===== src/rtl/sd_block_reader_if.sv =====
// Pin and request/response bundle of the SD single-block reader.
// slave is the reader itself; master is the host plus card side.
interface sd_block_reader_if;
   logic        isStart;
   logic [31:0] blockAddr;
   logic        isBusy;
   logic        isFinish;
   logic        error;
   logic [1:0]  errorCode;
   logic [7:0]  dataOut;
   logic        dataValid;
   logic [8:0]  byteIndex;
   logic        SCLK;
   logic        DI;
   logic        CS;
   logic        DO;

   modport slave (
      input  isStart, blockAddr, DO,
      output isBusy, isFinish, error, errorCode, dataOut, dataValid, byteIndex,
             SCLK, DI, CS
   );

   modport master (
      output isStart, blockAddr, DO,
      input  isBusy, isFinish, error, errorCode, dataOut, dataValid, byteIndex,
             SCLK, DI, CS
   );
endinterface


===== src/rtl/sd_block_reader.sv =====
// SD SPI single-block reader: issues CMD17, waits for R1 and the start token,
// streams 512 payload bytes with a strobe, drops the CRC and releases the bus.
module sd_block_reader #(
   parameter int CLK_DIV       = 100,
   parameter int R1_TIMEOUT    = 8,
   parameter int TOKEN_TIMEOUT = 4096
) (
   input logic clk,
   input logic reset,
   sd_block_reader_if.slave bus
);

   localparam int DIV_W = (CLK_DIV > 1) ? $clog2(CLK_DIV) : 1;
   localparam int CNT_W = ($clog2(TOKEN_TIMEOUT + 1) > 10) ? $clog2(TOKEN_TIMEOUT + 1) : 10;

   typedef enum logic [3:0] {IDLE, PRE, CMD, R1, TOKEN, DATA, CRC, TAIL, DONE} state_t;

   state_t           state;
   logic [DIV_W-1:0] divCnt;
   logic             sclkReg;
   logic             csReg;
   logic             diReg;
   logic [7:0]       txShift;
   logic [6:0]       rxShift;
   logic [2:0]       bitCnt;
   logic [CNT_W-1:0] byteCnt;
   logic [47:0]      cmdFrame;
   logic             tailEnd;
   logic             isBusyReg;
   logic             isFinishReg;
   logic             errorReg;
   logic [1:0]       errorCodeReg;
   logic [7:0]       dataOutReg;
   logic             dataValidReg;
   logic [8:0]       byteIndexReg;

   logic       active;
   logic       divTick;
   logic       riseTick;
   logic       fallTick;
   logic       byteDone;
   logic [7:0] rxByte;

   assign active   = (state != IDLE) && (state != DONE);
   assign divTick  = active && (divCnt == DIV_W'(CLK_DIV - 1));
   assign riseTick = divTick && !sclkReg;
   assign fallTick = divTick && sclkReg;
   // A byte is complete on its 8th rising edge; the received byte includes the bit sampled now.
   assign byteDone = riseTick && (bitCnt == 3'd7);
   assign rxByte   = {rxShift, bus.DO};

   always_ff @(posedge clk) begin
      if (reset) begin
         state        <= IDLE;
         divCnt       <= '0;
         sclkReg      <= 1'b0;
         csReg        <= 1'b1;
         diReg        <= 1'b1;
         txShift      <= 8'hFF;
         rxShift      <= '0;
         bitCnt       <= '0;
         byteCnt      <= '0;
         cmdFrame     <= '0;
         tailEnd      <= 1'b0;
         isBusyReg    <= 1'b0;
         isFinishReg  <= 1'b0;
         errorReg     <= 1'b0;
         errorCodeReg <= 2'd0;
         dataOutReg   <= 8'd0;
         dataValidReg <= 1'b0;
         byteIndexReg <= 9'd0;
      end else begin
         dataValidReg <= 1'b0;

         if (divTick) begin
            divCnt  <= '0;
            sclkReg <= ~sclkReg;
         end else if (active) begin
            divCnt <= divCnt + DIV_W'(1);
         end else begin
            divCnt  <= '0;
            sclkReg <= 1'b0;
         end

         // The next byte is staged into txShift at byteDone; its MSB leaves on the following fall.
         if (fallTick) begin
            diReg   <= txShift[7];
            txShift <= {txShift[6:0], 1'b1};
         end
         if (riseTick) begin
            rxShift <= rxByte[6:0];
            bitCnt  <= bitCnt + 3'd1;
         end

         unique case (state)
            IDLE: begin
               csReg <= 1'b1;
               diReg <= 1'b1;
               if (bus.isStart) begin
                  state        <= PRE;
                  csReg        <= 1'b0;
                  cmdFrame     <= {8'h51, bus.blockAddr, 8'hFF};
                  txShift      <= 8'hFF;
                  bitCnt       <= '0;
                  byteCnt      <= '0;
                  tailEnd      <= 1'b0;
                  isBusyReg    <= 1'b1;
                  errorReg     <= 1'b0;
                  errorCodeReg <= 2'd0;
               end
            end
            PRE: begin
               if (byteDone) begin
                  txShift  <= cmdFrame[47:40];
                  cmdFrame <= {cmdFrame[39:0], 8'h00};
                  byteCnt  <= '0;
                  state    <= CMD;
               end
            end
            CMD: begin
               if (byteDone) begin
                  if (byteCnt == CNT_W'(5)) begin
                     txShift <= 8'hFF;
                     byteCnt <= '0;
                     state   <= R1;
                  end else begin
                     txShift  <= cmdFrame[47:40];
                     cmdFrame <= {cmdFrame[39:0], 8'h00};
                     byteCnt  <= byteCnt + CNT_W'(1);
                  end
               end
            end
            R1: begin
               if (byteDone) begin
                  if (!rxByte[7]) begin
                     if (rxByte == 8'h00) begin
                        byteCnt <= '0;
                        state   <= TOKEN;
                     end else begin
                        errorReg     <= 1'b1;
                        errorCodeReg <= 2'd2;
                        state        <= TAIL;
                     end
                  end else if (byteCnt == CNT_W'(R1_TIMEOUT - 1)) begin
                     errorReg     <= 1'b1;
                     errorCodeReg <= 2'd1;
                     state        <= TAIL;
                  end else begin
                     byteCnt <= byteCnt + CNT_W'(1);
                  end
               end
            end
            TOKEN: begin
               if (byteDone) begin
                  if (rxByte == 8'hFE) begin
                     byteCnt <= '0;
                     state   <= DATA;
                  end else if (rxByte[7:4] == 4'h0) begin
                     errorReg     <= 1'b1;
                     errorCodeReg <= 2'd3;
                     state        <= TAIL;
                  end else if (byteCnt == CNT_W'(TOKEN_TIMEOUT - 1)) begin
                     errorReg     <= 1'b1;
                     errorCodeReg <= 2'd1;
                     state        <= TAIL;
                  end else begin
                     byteCnt <= byteCnt + CNT_W'(1);
                  end
               end
            end
            DATA: begin
               if (byteDone) begin
                  dataOutReg   <= rxByte;
                  byteIndexReg <= byteCnt[8:0];
                  dataValidReg <= 1'b1;
                  if (byteCnt == CNT_W'(511)) begin
                     byteCnt <= '0;
                     state   <= CRC;
                  end else begin
                     byteCnt <= byteCnt + CNT_W'(1);
                  end
               end
            end
            CRC: begin
               if (byteDone) begin
                  if (byteCnt == CNT_W'(1)) begin
                     state <= TAIL;
                  end else begin
                     byteCnt <= byteCnt + CNT_W'(1);
                  end
               end
            end
            TAIL: begin
               // Finish on the falling edge that closes the 8th tail clock, so SCLK ends low.
               if (byteDone) begin
                  tailEnd <= 1'b1;
               end
               if (fallTick && tailEnd) begin
                  state       <= DONE;
                  csReg       <= 1'b1;
                  tailEnd     <= 1'b0;
                  isBusyReg   <= 1'b0;
                  isFinishReg <= 1'b1;
               end
            end
            DONE: begin
               csReg <= 1'b1;
               if (!bus.isStart) begin
                  isFinishReg <= 1'b0;
                  state       <= IDLE;
               end
            end
            default: state <= IDLE;
         endcase
      end
   end

   assign bus.SCLK      = sclkReg;
   assign bus.CS        = csReg;
   assign bus.DI        = diReg;
   assign bus.isBusy    = isBusyReg;
   assign bus.isFinish  = isFinishReg;
   assign bus.error     = errorReg;
   assign bus.errorCode = errorCodeReg;
   assign bus.dataOut   = dataOutReg;
   assign bus.dataValid = dataValidReg;
   assign bus.byteIndex = byteIndexReg;

endmodule


===== src/flat_wrapper.sv =====
// flat-port wrapper written by rule: the top's interface ports become plain ports
module sd_block_reader_flat 
#(
   parameter int CLK_DIV       = 100,
   parameter int R1_TIMEOUT    = 8,
   parameter int TOKEN_TIMEOUT = 4096
)
  (clk, reset, bus_isStart, bus_blockAddr, bus_DO, bus_isBusy, bus_isFinish, bus_error, bus_errorCode, bus_dataOut, bus_dataValid, bus_byteIndex, bus_SCLK, bus_DI, bus_CS);
  sd_block_reader_if bus_i ();
  input logic clk;
  input logic reset;
  input wire logic [$bits(bus_i.isStart)-1:0] bus_isStart;
  input wire logic [$bits(bus_i.blockAddr)-1:0] bus_blockAddr;
  input wire logic [$bits(bus_i.DO)-1:0] bus_DO;
  output wire logic [$bits(bus_i.isBusy)-1:0] bus_isBusy;
  output wire logic [$bits(bus_i.isFinish)-1:0] bus_isFinish;
  output wire logic [$bits(bus_i.error)-1:0] bus_error;
  output wire logic [$bits(bus_i.errorCode)-1:0] bus_errorCode;
  output wire logic [$bits(bus_i.dataOut)-1:0] bus_dataOut;
  output wire logic [$bits(bus_i.dataValid)-1:0] bus_dataValid;
  output wire logic [$bits(bus_i.byteIndex)-1:0] bus_byteIndex;
  output wire logic [$bits(bus_i.SCLK)-1:0] bus_SCLK;
  output wire logic [$bits(bus_i.DI)-1:0] bus_DI;
  output wire logic [$bits(bus_i.CS)-1:0] bus_CS;
  assign bus_i.isStart = bus_isStart;
  assign bus_i.blockAddr = bus_blockAddr;
  assign bus_i.DO = bus_DO;
  assign bus_isBusy = bus_i.isBusy;
  assign bus_isFinish = bus_i.isFinish;
  assign bus_error = bus_i.error;
  assign bus_errorCode = bus_i.errorCode;
  assign bus_dataOut = bus_i.dataOut;
  assign bus_dataValid = bus_i.dataValid;
  assign bus_byteIndex = bus_i.byteIndex;
  assign bus_SCLK = bus_i.SCLK;
  assign bus_DI = bus_i.DI;
  assign bus_CS = bus_i.CS;
  sd_block_reader #(.CLK_DIV(CLK_DIV), .R1_TIMEOUT(R1_TIMEOUT), .TOKEN_TIMEOUT(TOKEN_TIMEOUT)) u_core (.clk(clk), .reset(reset), .bus(bus_i));
endmodule

===== config.mk =====
export PLATFORM = sky130hd
export DESIGN_NAME = sd_block_reader_flat
export DESIGN_NICKNAME = d
export VERILOG_FILES = /design/src/rtl/sd_block_reader_if.sv /design/src/rtl/sd_block_reader.sv /design/src/flat_wrapper.sv
export SDC_FILE = /design/constraint.sdc
export NUM_CORES = 1
export LEC_CHECK = 0
export CORE_MARGIN = 1
export CORE_UTILIZATION = 50
export CTS_CLUSTER_SIZE = 40
export DETAILED_ROUTE_END_ITERATION = 10
export PLACE_DENSITY = 0.73
export REMOVE_ABC_BUFFERS = 1
export SLEW_MARGIN = 20
export SYNTH_ARGS = -nofsm -noshare
export SYNTH_HDL_FRONTEND = slang
export SYNTH_SLANG_ARGS = --single-unit

===== constraint.sdc =====
create_clock -name clk -period 2.96 [get_ports clk]
set_input_delay 0.74 -clock clk [delete_from_list [all_inputs] [get_ports clk]]
set_output_delay 0.74 -clock clk [all_outputs]
set_load 0.01 [all_outputs]

* Word level (Yosys, flattened, before mapping)
Cells that the tools add are included.
** Word-level totals
- Bits in registers :: 117
- Bits of input ports :: 36
- Output and inout bits :: 26
- Logic and storage cells :: 179
** Cells by class
- Add/subtract/negate cells :: 3
- Equal/unequal tests :: 42
- Multiplexer cells :: 84
- Bitwise logic cells :: 3
- Reductions and logical operators :: 29
** Operators by type and width (number)
- $mux W13 :: 16
- $mux W48 :: 4
- $pmux W48 S3 :: 1
- $pmux W13 S7 :: 1
- $mux W4 :: 17
- $mux W8 :: 5
- $pmux W4 S9 :: 1
- $eq A13 B3 Y1 const B :: 2
- $pmux W8 S3 :: 1
- $mux W2 :: 10
- $ne A2 B1 Y1 const B :: 10
- $mux W1 :: 19
- $eq A4 B3 Y1 const B :: 4
- $reduce_and A14 Y1 :: 1
- $add A13 B1 Y13 const B :: 1
- $eq A13 B1 Y1 const B :: 1
- $eq A13 B12 Y1 const B :: 1
- $eq A13 B9 Y1 const B :: 1
- $reduce_and A13 Y1 :: 1
- $ne A2 B2 Y1 const B :: 6
- $mux W3 :: 3
- $ne A3 B1 Y1 const B :: 3
- $ne A3 B2 Y1 const B :: 3
- $reduce_and A3 Y1 :: 3
- 28 further kinds :: 46

* Longest topological paths before layout
Gate-level depths: netlist (run 1).
- Depth after elaboration :: 8
- Gate-level depth with buffers :: 10
- Gate-level depth less buffers :: 8

* Worst setup path after synthesis (run 1)
No wires, ideal clock.
- Path kind :: input -> register
- Start :: input bus_DO
- End :: register u_core.byteCnt[11]
- Library setup time :: 0.117 ns
- Data arrival time :: 2.169 ns
- Data required time :: 2.843 ns
- Setup slack :: 0.673 ns
- Stages :: 7
- Cell sequence :: nor4_1 -> nand2_1 -> a221oi_1 -> and4b_1 -> buf_2 -> o21ai_0 -> a32o_1
** On the way
- Word-level cells in the longest chain between the ends :: 4
** Ends and longest elaborated chain
- start, declared :: line flat_wrapper.sv:14 : input wire logic [$bits(bus_i.DO)-1:0] bus_DO;
- $eq A8 B8 Y1 :: line sd_block_reader.sv:155 : if (rxByte == 8'hFE) begin
- $mux W13 :: line sd_block_reader.sv:155
- $mux W13 :: line sd_block_reader.sv:154 : if (byteDone) begin
- $pmux W13 S7 :: line sd_block_reader.sv:95 : unique case (state)
- end signal, assigned :: line sd_block_reader.sv:149 : byteCnt <= byteCnt + CNT_W'(1);
- end signal, assigned :: line sd_block_reader.sv:167 : byteCnt <= byteCnt + CNT_W'(1);
- end signal, assigned :: line sd_block_reader.sv:180 : byteCnt <= byteCnt + CNT_W'(1);
- end, declared :: line sd_block_reader.sv:26 : logic [CNT_W-1:0] byteCnt;
Parallel ways exist; a longest one is shown, timed or not. The select of a mux whose other input is x is not followed.
A chain may end at the register's enable or synchronous reset.

* Worst setup path in the final report (run 1)
- Start :: register u_core.byteCnt[0]
- End :: register u_core.byteCnt[9]
** On the way
- Word-level cells in the longest chain between the ends :: 6
** Ends and longest elaborated chain
- start signal, assigned :: line sd_block_reader.sv:129 : byteCnt <= byteCnt + CNT_W'(1);
- start signal, assigned :: line sd_block_reader.sv:149
- start signal, assigned :: line sd_block_reader.sv:167
- $add A13 B1 Y13
- $mux W13 :: line sd_block_reader.sv:162 : end else if (byteCnt == CNT_W'(TOKEN_TIMEOUT - 1)) begin
- $mux W13 :: line sd_block_reader.sv:158 : end else if (rxByte[7:4] == 4'h0) begin
- $mux W13 :: line sd_block_reader.sv:155
- $mux W13 :: line sd_block_reader.sv:154
- $pmux W13 S7 :: line sd_block_reader.sv:95
Parallel ways exist; a longest one is shown, timed or not. The select of a mux whose other input is x is not followed.

==> results of run 1 <==
-- flip-flops by register name, indices dropped and copies added, names as in the netlist, 2 cells and up --
signal	flops
u_core.bus.errorCode	2
u_core.cmdFrame	41
u_core.rxShift	7
u_core.state	4
u_core.bus.dataOut	8
u_core.txShift	8
u_core.bus.byteIndex	9
u_core.byteCnt	13
u_core.divCnt	7
u_core.bitCnt	3
-- worst max-delay path by stage --
stage                                              end  slack [ns]  cells past startpoint
CTS                 u_core.bus.dataOut[1]$_SDFFE_PP0P_        0.38                      6
detailed placement      u_core.byteCnt[8]$_SDFFE_PP0P_        0.20                      8
floorplan             u_core.cmdFrame[16]$_SDFFE_PP0P_       -0.65                      5
global placement        u_core.byteCnt[5]$_SDFFE_PP0P_        0.20                      8
finish                  u_core.byteCnt[9]$_SDFFE_PP0P_        0.37                      8
global route            u_core.byteCnt[5]$_SDFFE_PP0P_        0.11                      8
-- per-stage QoR --
stage,total power [uW],std cells,utilization
after detailed placement,3210,756,0.599
final,4100,771,0.619
after global placement,3160,756,0.599
after global routing,4370,771,0.619
after CTS,4120,771,0.619
after floorplan,2710,537,-
-- per-layer routing --
metal | vias up | GRT usage | wire, um
met3 | 14 | 0.0363 | 450
met4 | 0 | 0.0910 | 163
met1 | 2125 | 0.289 | 5320
met5 | - | 0 | 0
met2 | 106 | 0.394 | 5590
li1 | 2248 | - | -
-- cell type report --
class / instances / area (um^2) / share of cell area
sequential: 110 / 2200 / 0.361
clock buffer: 11 / 141 / 0.0232
tap: 133 / 166 / 0.0273
clock inverter: 4 / 56.3 / 0.00923
timing repair buffer: 86 / 818 / 0.134
inverter: 6 / 22.5 / 0.00369
multi-input combinational: 421 / 2700 / 0.442
-- power by group --
part           internal [uW]  leakage [uW]  switching (uW)
Clock                    417      0.000100             508
Combinational            574       0.00110             813
Sequential              1650      0.000895             139
Total                   2640       0.00209            1460
-- cell usage in the layout (no fill, tap or decap), drive strengths merged, types with 9 or more instances in the layout --
master | netlist | routed
buf | 19 | 26
mux2i | 11 | 11
nor2 | 72 | 72
a21oi | 30 | 30
nor3 | 15 | 15
o21ai | 12 | 12
nor4 | 9 | 9
a32o | 9 | 9
dfxtp | 110 | 110
clkdlybuf4s50 | 0 | 60
clkbuf | 31 | 11
nand3 | 52 | 52
nand2 | 66 | 66
a311oi | 25 | 25
-- critical path: stages, from the launching register on --
cell and delay [ns]:
dfxtp_1 0.43, ha_1 0.28, nand3_1 0.23, o41ai_1 0.43, o21ai_0 0.29, nand2b_1 0.27, and2_1 0.20, buf_4 0.15
a32o_1 0.22
-- cell families (layout without fill, tap and decap cells) --
family / Yosys count / count (layout) / synth area share
buffers and inverters: 56 / 107 / 0.0491
AND/OR/NAND/NOR: 262 / 262 / 0.260
AO/OA/AOI/OAI: 128 / 128 / 0.198
flip-flops: 110 / 110 / 0.430
XOR/XNOR: 8 / 8 / 0.0137
adder cells (fa/ha/maj): 5 / 5 / 0.0122
multiplexers: 18 / 18 / 0.0369
==> flow_summary_export.csv, run 1 <==
group,metric,value,unit
placed_design,place_area,0.00590,mm^2
logic_synthesis,ys.flop_type,"dfxtp_1",
drt,drc,0,
cells_and_area,fillers,895,
timing,slew_violations,0,
setup_path,worstSetupEndpointType,"register",
drt,drt_iter0_markers,306,
setup_path,worstSetupPathType,"reg -> reg",
drt,vias_per_cell,5.83,
grt,grt_first_pass_wirelength,19300,um
setup_path,cp-startpoint,"u_core.byteCnt[0]$_SDFFE_PP0P_",
timing,tightest_slew,0.771,ns
power,vdd_ir_drop_max,0.000322,V
timing,fin_crit_sh,0.873,
timing,setup_slack,0.375,ns
logic_synthesis,synth_edf_count,0,
setup_path,r2r_cells,8,
floorplan,start_util,0.519,
status,outcome,"finished, final reports clean",
grt,grt_pass1_vias,4190,
timing,hold_slack,0.457,ns
logic_synthesis,synth.distinct_cells,71,
logic_synthesis,yosys_warnings,0,
cells_and_area,drive_gt1_frac,0.122,
timing,fmax,387,MHz
setup_path,reg2reg_to,"u_core.byteCnt[9]$_SDFFE_PP0P_",
cells_and_area,area_growth,19.2,%
clock_network,cts_setup_buffers,0,
logic_synthesis,yosys.area.top_type,"dfxtp_1",
clock_network,cts_resized,0,
clock_network,clockBufferDepth,2,
job,drv_cap,0,
clock_network,cts.clk_slew.worst_paths,0.10,ns
timing,finalCriticalPeriod,2.59,ns
logic_synthesis,syn_area_per_cell,8.72,um^2
cells_and_area,fin_area,0.00610,mm^2
drt,num_vias,4493,
min_path,hold_path_class,"reg -> reg",
timing,setup_viol,0,
timing,rsz0062_at_grt,"no",
logic_synthesis,netlist_area,0.00512,mm^2
placed_design,gp_congestion,0.828,
floorplan,pin_count,62,
logic_synthesis,yosysSeqAreaShare,0.430,
drt,drt-total-wl,11500,um
min_path,hold_end,"u_core.bus.dataOut[0]$_SDFFE_PP0P_",
logic_synthesis,yosysTopAreaCellShare,0.430,
drt,wl_per_cell,15.0,um
clock_network,cts_buffers,9,
floorplan,die_h,103,um
timing,hold_violations,0,
clock_network,ctsHoldBuffers,0,
setup_path,critPathArrivalTime,2.85,ns
cells_and_area,antennaDiodeCount,0,
logic_synthesis,yosysMostFrequentCell,"dfxtp_1",
floorplan,die_w,103,um
min_path,holdCritStartpoint,"u_core.bus.dataOut[0]$_SDFFE_PP0P_",
clock_network,clk_latency,0.37,ns
setup_path,worst_setup_path_start_kind,"register",
grt,grt_max_degree,52,
clock_network,root_buffer,"clkbuf_8",
setup_path,reg2reg_from,"u_core.byteCnt[0]$_SDFFE_PP0P_",
setup_path,regToRegSetupSlack,0.37,ns
floorplan,rows,36,
logic_synthesis,async_reset_ff_frac,0,
timing,fin_skew,0.0107,ns
placed_design,port-buffer-count,61,
clock_network,htree_levels,3,
logic_synthesis,synthTopCellsByCount,"dfxtp_1, nor2_1, nand2_1",
floorplan,core-area,0.00986,mm^2
cells_and_area,nNetsFinal,675,
timing,setup_tns,0,ns
grt,grt_antenna_before_repair,0,
clock_network,cts_tree,"built",
placed_design,dp_slack,0.197,ns
drt,drt_first_pass_iters,6,
setup_path,cp.required,3.23,ns
power,leakagePower,0.00209,uW
power,power_density,672,mW/mm^2
placed_design,hpwlAfterDp,8020,um
drt,ant_nets,0,
grt,gr-usage-all-layers,0.230,
timing,relSlewSlack,0.485,
logic_synthesis,synth.area.top_cells,"dfxtp_1, nor2_1, nand3_1, nand2_1, a21oi_1",
min_path,whs_path_depth,2,
grt,grt_overflow,0,
setup_path,critPathMaxFanout,6,
logic_synthesis,synth_cells,587,
logic_synthesis,synth_seq_cells,110,
floorplan,die_area,0.0107,mm^2
clock_network,cts.sinks,110,
Power figures use the tool's default switching activity.
==> run 2: changes to the inputs <==
--- a/config.mk
+++ b/config.mk
@@ -5,6 +5,7 @@
 export SDC_FILE = /design/constraint.sdc
 export NUM_CORES = 1
 export LEC_CHECK = 0
+export CORE_ASPECT_RATIO = 1.4
 export CORE_MARGIN = 1
 export CORE_UTILIZATION = 50
 export CTS_CLUSTER_SIZE = 40
==> flow_summary_export.csv, run 2 (synthesis results as in run 1) <==
group,metric,value,unit
timing,tightest_slew,0.839,ns
grt,gr-usage-all-layers,0.231,
setup_path,crit_family,"compound AO/OA/AOI/OAI gates",
floorplan,die_h,122,um
setup_path,worstSetupPathType,"reg -> reg",
cells_and_area,drive_gt1_frac,0.124,
timing,relSlewSlack,0.439,
cells_and_area,area_growth,20.8,%
timing,setup_viol,0,
job,drv_cap,0,
drt,vias_per_cell,5.86,
clock_network,ctsHoldBuffers,0,
grt,grt-busiest-layer,"met2",
min_path,hold_path_class,"reg -> reg",
grt,grt_first_pass_wirelength,19700,um
cells_and_area,multi_input_comb_area,0.00270,mm^2
min_path,whs_path_depth,2,
cells_and_area,seq_area,0.00220,mm^2
power,total_power,4410,uW
cells_and_area,largest_reg_flops,41,
timing,setup_slack,0.291,ns
clock_network,cts.clk_slew.worst_paths,0.07,ns
placed_design,port-buffer-count,61,
setup_path,critPathSlowestCell,"dfxtp_1",
timing,fin_crit_sh,0.902,
floorplan,core-area,0.00995,mm^2
drt,wl_per_cell,15.0,um
drt,drt-total-wl,11600,um
setup_path,worstSetupEndpointType,"register",
timing,rsz0062_at_grt,"no",
power,leakagePower,0.00213,uW
timing,slew_violations,0,
setup_path,worst_setup_path_start_kind,"register",
power,vdd_ir_drop_max,0.000452,V
timing,hold_violations,0,
setup_path,crit_cells,7,
cells_and_area,nNetsFinal,673,
clock_network,clk_latency,0.35,ns
cells_and_area,regMostFlops,"u_core.cmdFrame",
timing,fin_skew,0.00928,ns
placed_design,place_area,0.00588,mm^2
placed_design,dp_slack,0.114,ns
grt,grt_overflow,0,
cells_and_area,fillers,871,
floorplan,pin_count,62,
grt,grt_use_met1,0.269,
floorplan,start_util,0.515,
clock_network,cts_resized,0,
setup_path,path_buf_inv,0,
timing,fmax,375,MHz
clock_network,root_buffer,"clkbuf_16",
drt,drc,0,
cells_and_area,antennaDiodeCount,0,
setup_path,critPathArrivalTime,2.91,ns
grt,met3_usage,0.0373,
grt,grt_max_degree,28,
grt,grt_antenna_before_repair,0,
clock_network,htree_levels,3,
drt,drt_iter0_markers,372,
clock_network,cts_setup_buffers,0,
grt,grt_use_met2,0.406,
timing,finalCriticalPeriod,2.67,ns
placed_design,gp_congestion,0.842,
clock_network,cts.sinks,110,
floorplan,rows,43,
cells_and_area,layout_common_cells,"dfxtp_1, nor2_1, nand2_1",
floorplan,die_w,87.5,um
grt,grt_pass1_vias,4278,
drt,ant_nets,0,
clock_network,clockBufferDepth,2,
setup_path,path_cells,"ha_1 > nand3_1 > o41ai_1 > o21ai_0 > nand2b_1 > and2_1 > a32o_1",
setup_path,cp.required,3.20,ns
status,outcome,"finished, final reports clean",
placed_design,hpwlAfterDp,8160,um
cells_and_area,layout_commonest_cell,"dfxtp_1",
setup_path,r2r_cells,7,
timing,setup_tns,0,ns
drt,num_vias,4522,
power,power_density,713,mW/mm^2
clock_network,cts_tree,"built",
cells_and_area,fin_area,0.00619,mm^2
setup_path,slowest_delay,0.42,ns
clock_network,cts_buffers,9,
setup_path,critPathMaxFanout,11,
floorplan,die_area,0.0107,mm^2
drt,drt_first_pass_iters,7,
[run 2: cell count changes in the layout (fill, tap and decap cells not counted)]
cell       change
clkinv_4       -1
buf_12         -1
clkbuf_8      -10
o31ai_2        +1
o31ai_1        -1
inv_6          +3
buf_4          -1
clkinv_2       +1
clkbuf_1       -1
clkbuf_16      +9
[run 2: layout make-up]
| class | count | area share |
|---|---|---|
| Timing Repair Buffer | 84 | 0.128 |
| Clock buffer | 9 | 0.0364 |
| Inverter | 6 | 0.00364 |
| Multi-Input combinational cell | 421 | 0.436 |
| Tap cell | 135 | 0.0273 |
| Sequential cell | 110 | 0.356 |
| Clock inverter | 7 | 0.0127 |
[run 2: final timing paths]
path / start / endpoint / slack, ns
worst min register to register: u_core.bus.byteIndex[4]$_SDFFE_PP0P_ / u_core.bus.byteIndex[4]$_SDFFE_PP0P_ / 0.45
worst min-delay path: u_core.bus.byteIndex[4]$_SDFFE_PP0P_ / u_core.bus.byteIndex[4]$_SDFFE_PP0P_ / 0.45
worst max-delay path: u_core.byteCnt[0]$_SDFFE_PP0P_ / u_core.byteCnt[6]$_SDFFE_PP0P_ / 0.29
worst max register to register: u_core.byteCnt[0]$_SDFFE_PP0P_ / u_core.byteCnt[6]$_SDFFE_PP0P_ / 0.29
[run 2: metal layers]
layer	share of wire	wire (um)
met1	0.42	4910
met2	0.51	5940
met3	0.039	450
met5	0	0
met4	0.026	304
[run 2: report_power, final]
part,leakage (uW),internal (uW),switching (uW)
sequential,0.000895,1650,138
combinational,0.00108,568,819
clock,0.000151,669,570
total,0.00213,2890,1530
[run 2: stage by stage]
stage / hold WS [ns] / utilization / cells
finish: 0.454 / 0.622 / 772
floorplan: 0.430 / - / 537
CTS: 0.455 / 0.621 / 772
detailed placement: 0.445 / 0.591 / 756
global route: 0.470 / 0.622 / 772
global placement: 0.443 / 0.591 / 756
[run 2: worst min-delay path, delay by kind of cell, from the launching register on]
family             cells  cell delay, ns
and+or+nand+nor        1            0.05
DFF                    1            0.31
AOI/OAI and AO/OA      1            0.05
==> run 3: changes to the inputs <==
--- a/config.mk
+++ b/config.mk
@@ -12,6 +12,7 @@
 export DETAILED_ROUTE_END_ITERATION = 10
 export PLACE_DENSITY = 0.73
 export REMOVE_ABC_BUFFERS = 1
+export SKIP_LAST_GASP = 1
 export SLEW_MARGIN = 20
 export SYNTH_ARGS = -nofsm -noshare
 export SYNTH_HDL_FRONTEND = slang
==> results of run 3 <==
Final layout, timing and power as in run 2 (identical DEF).
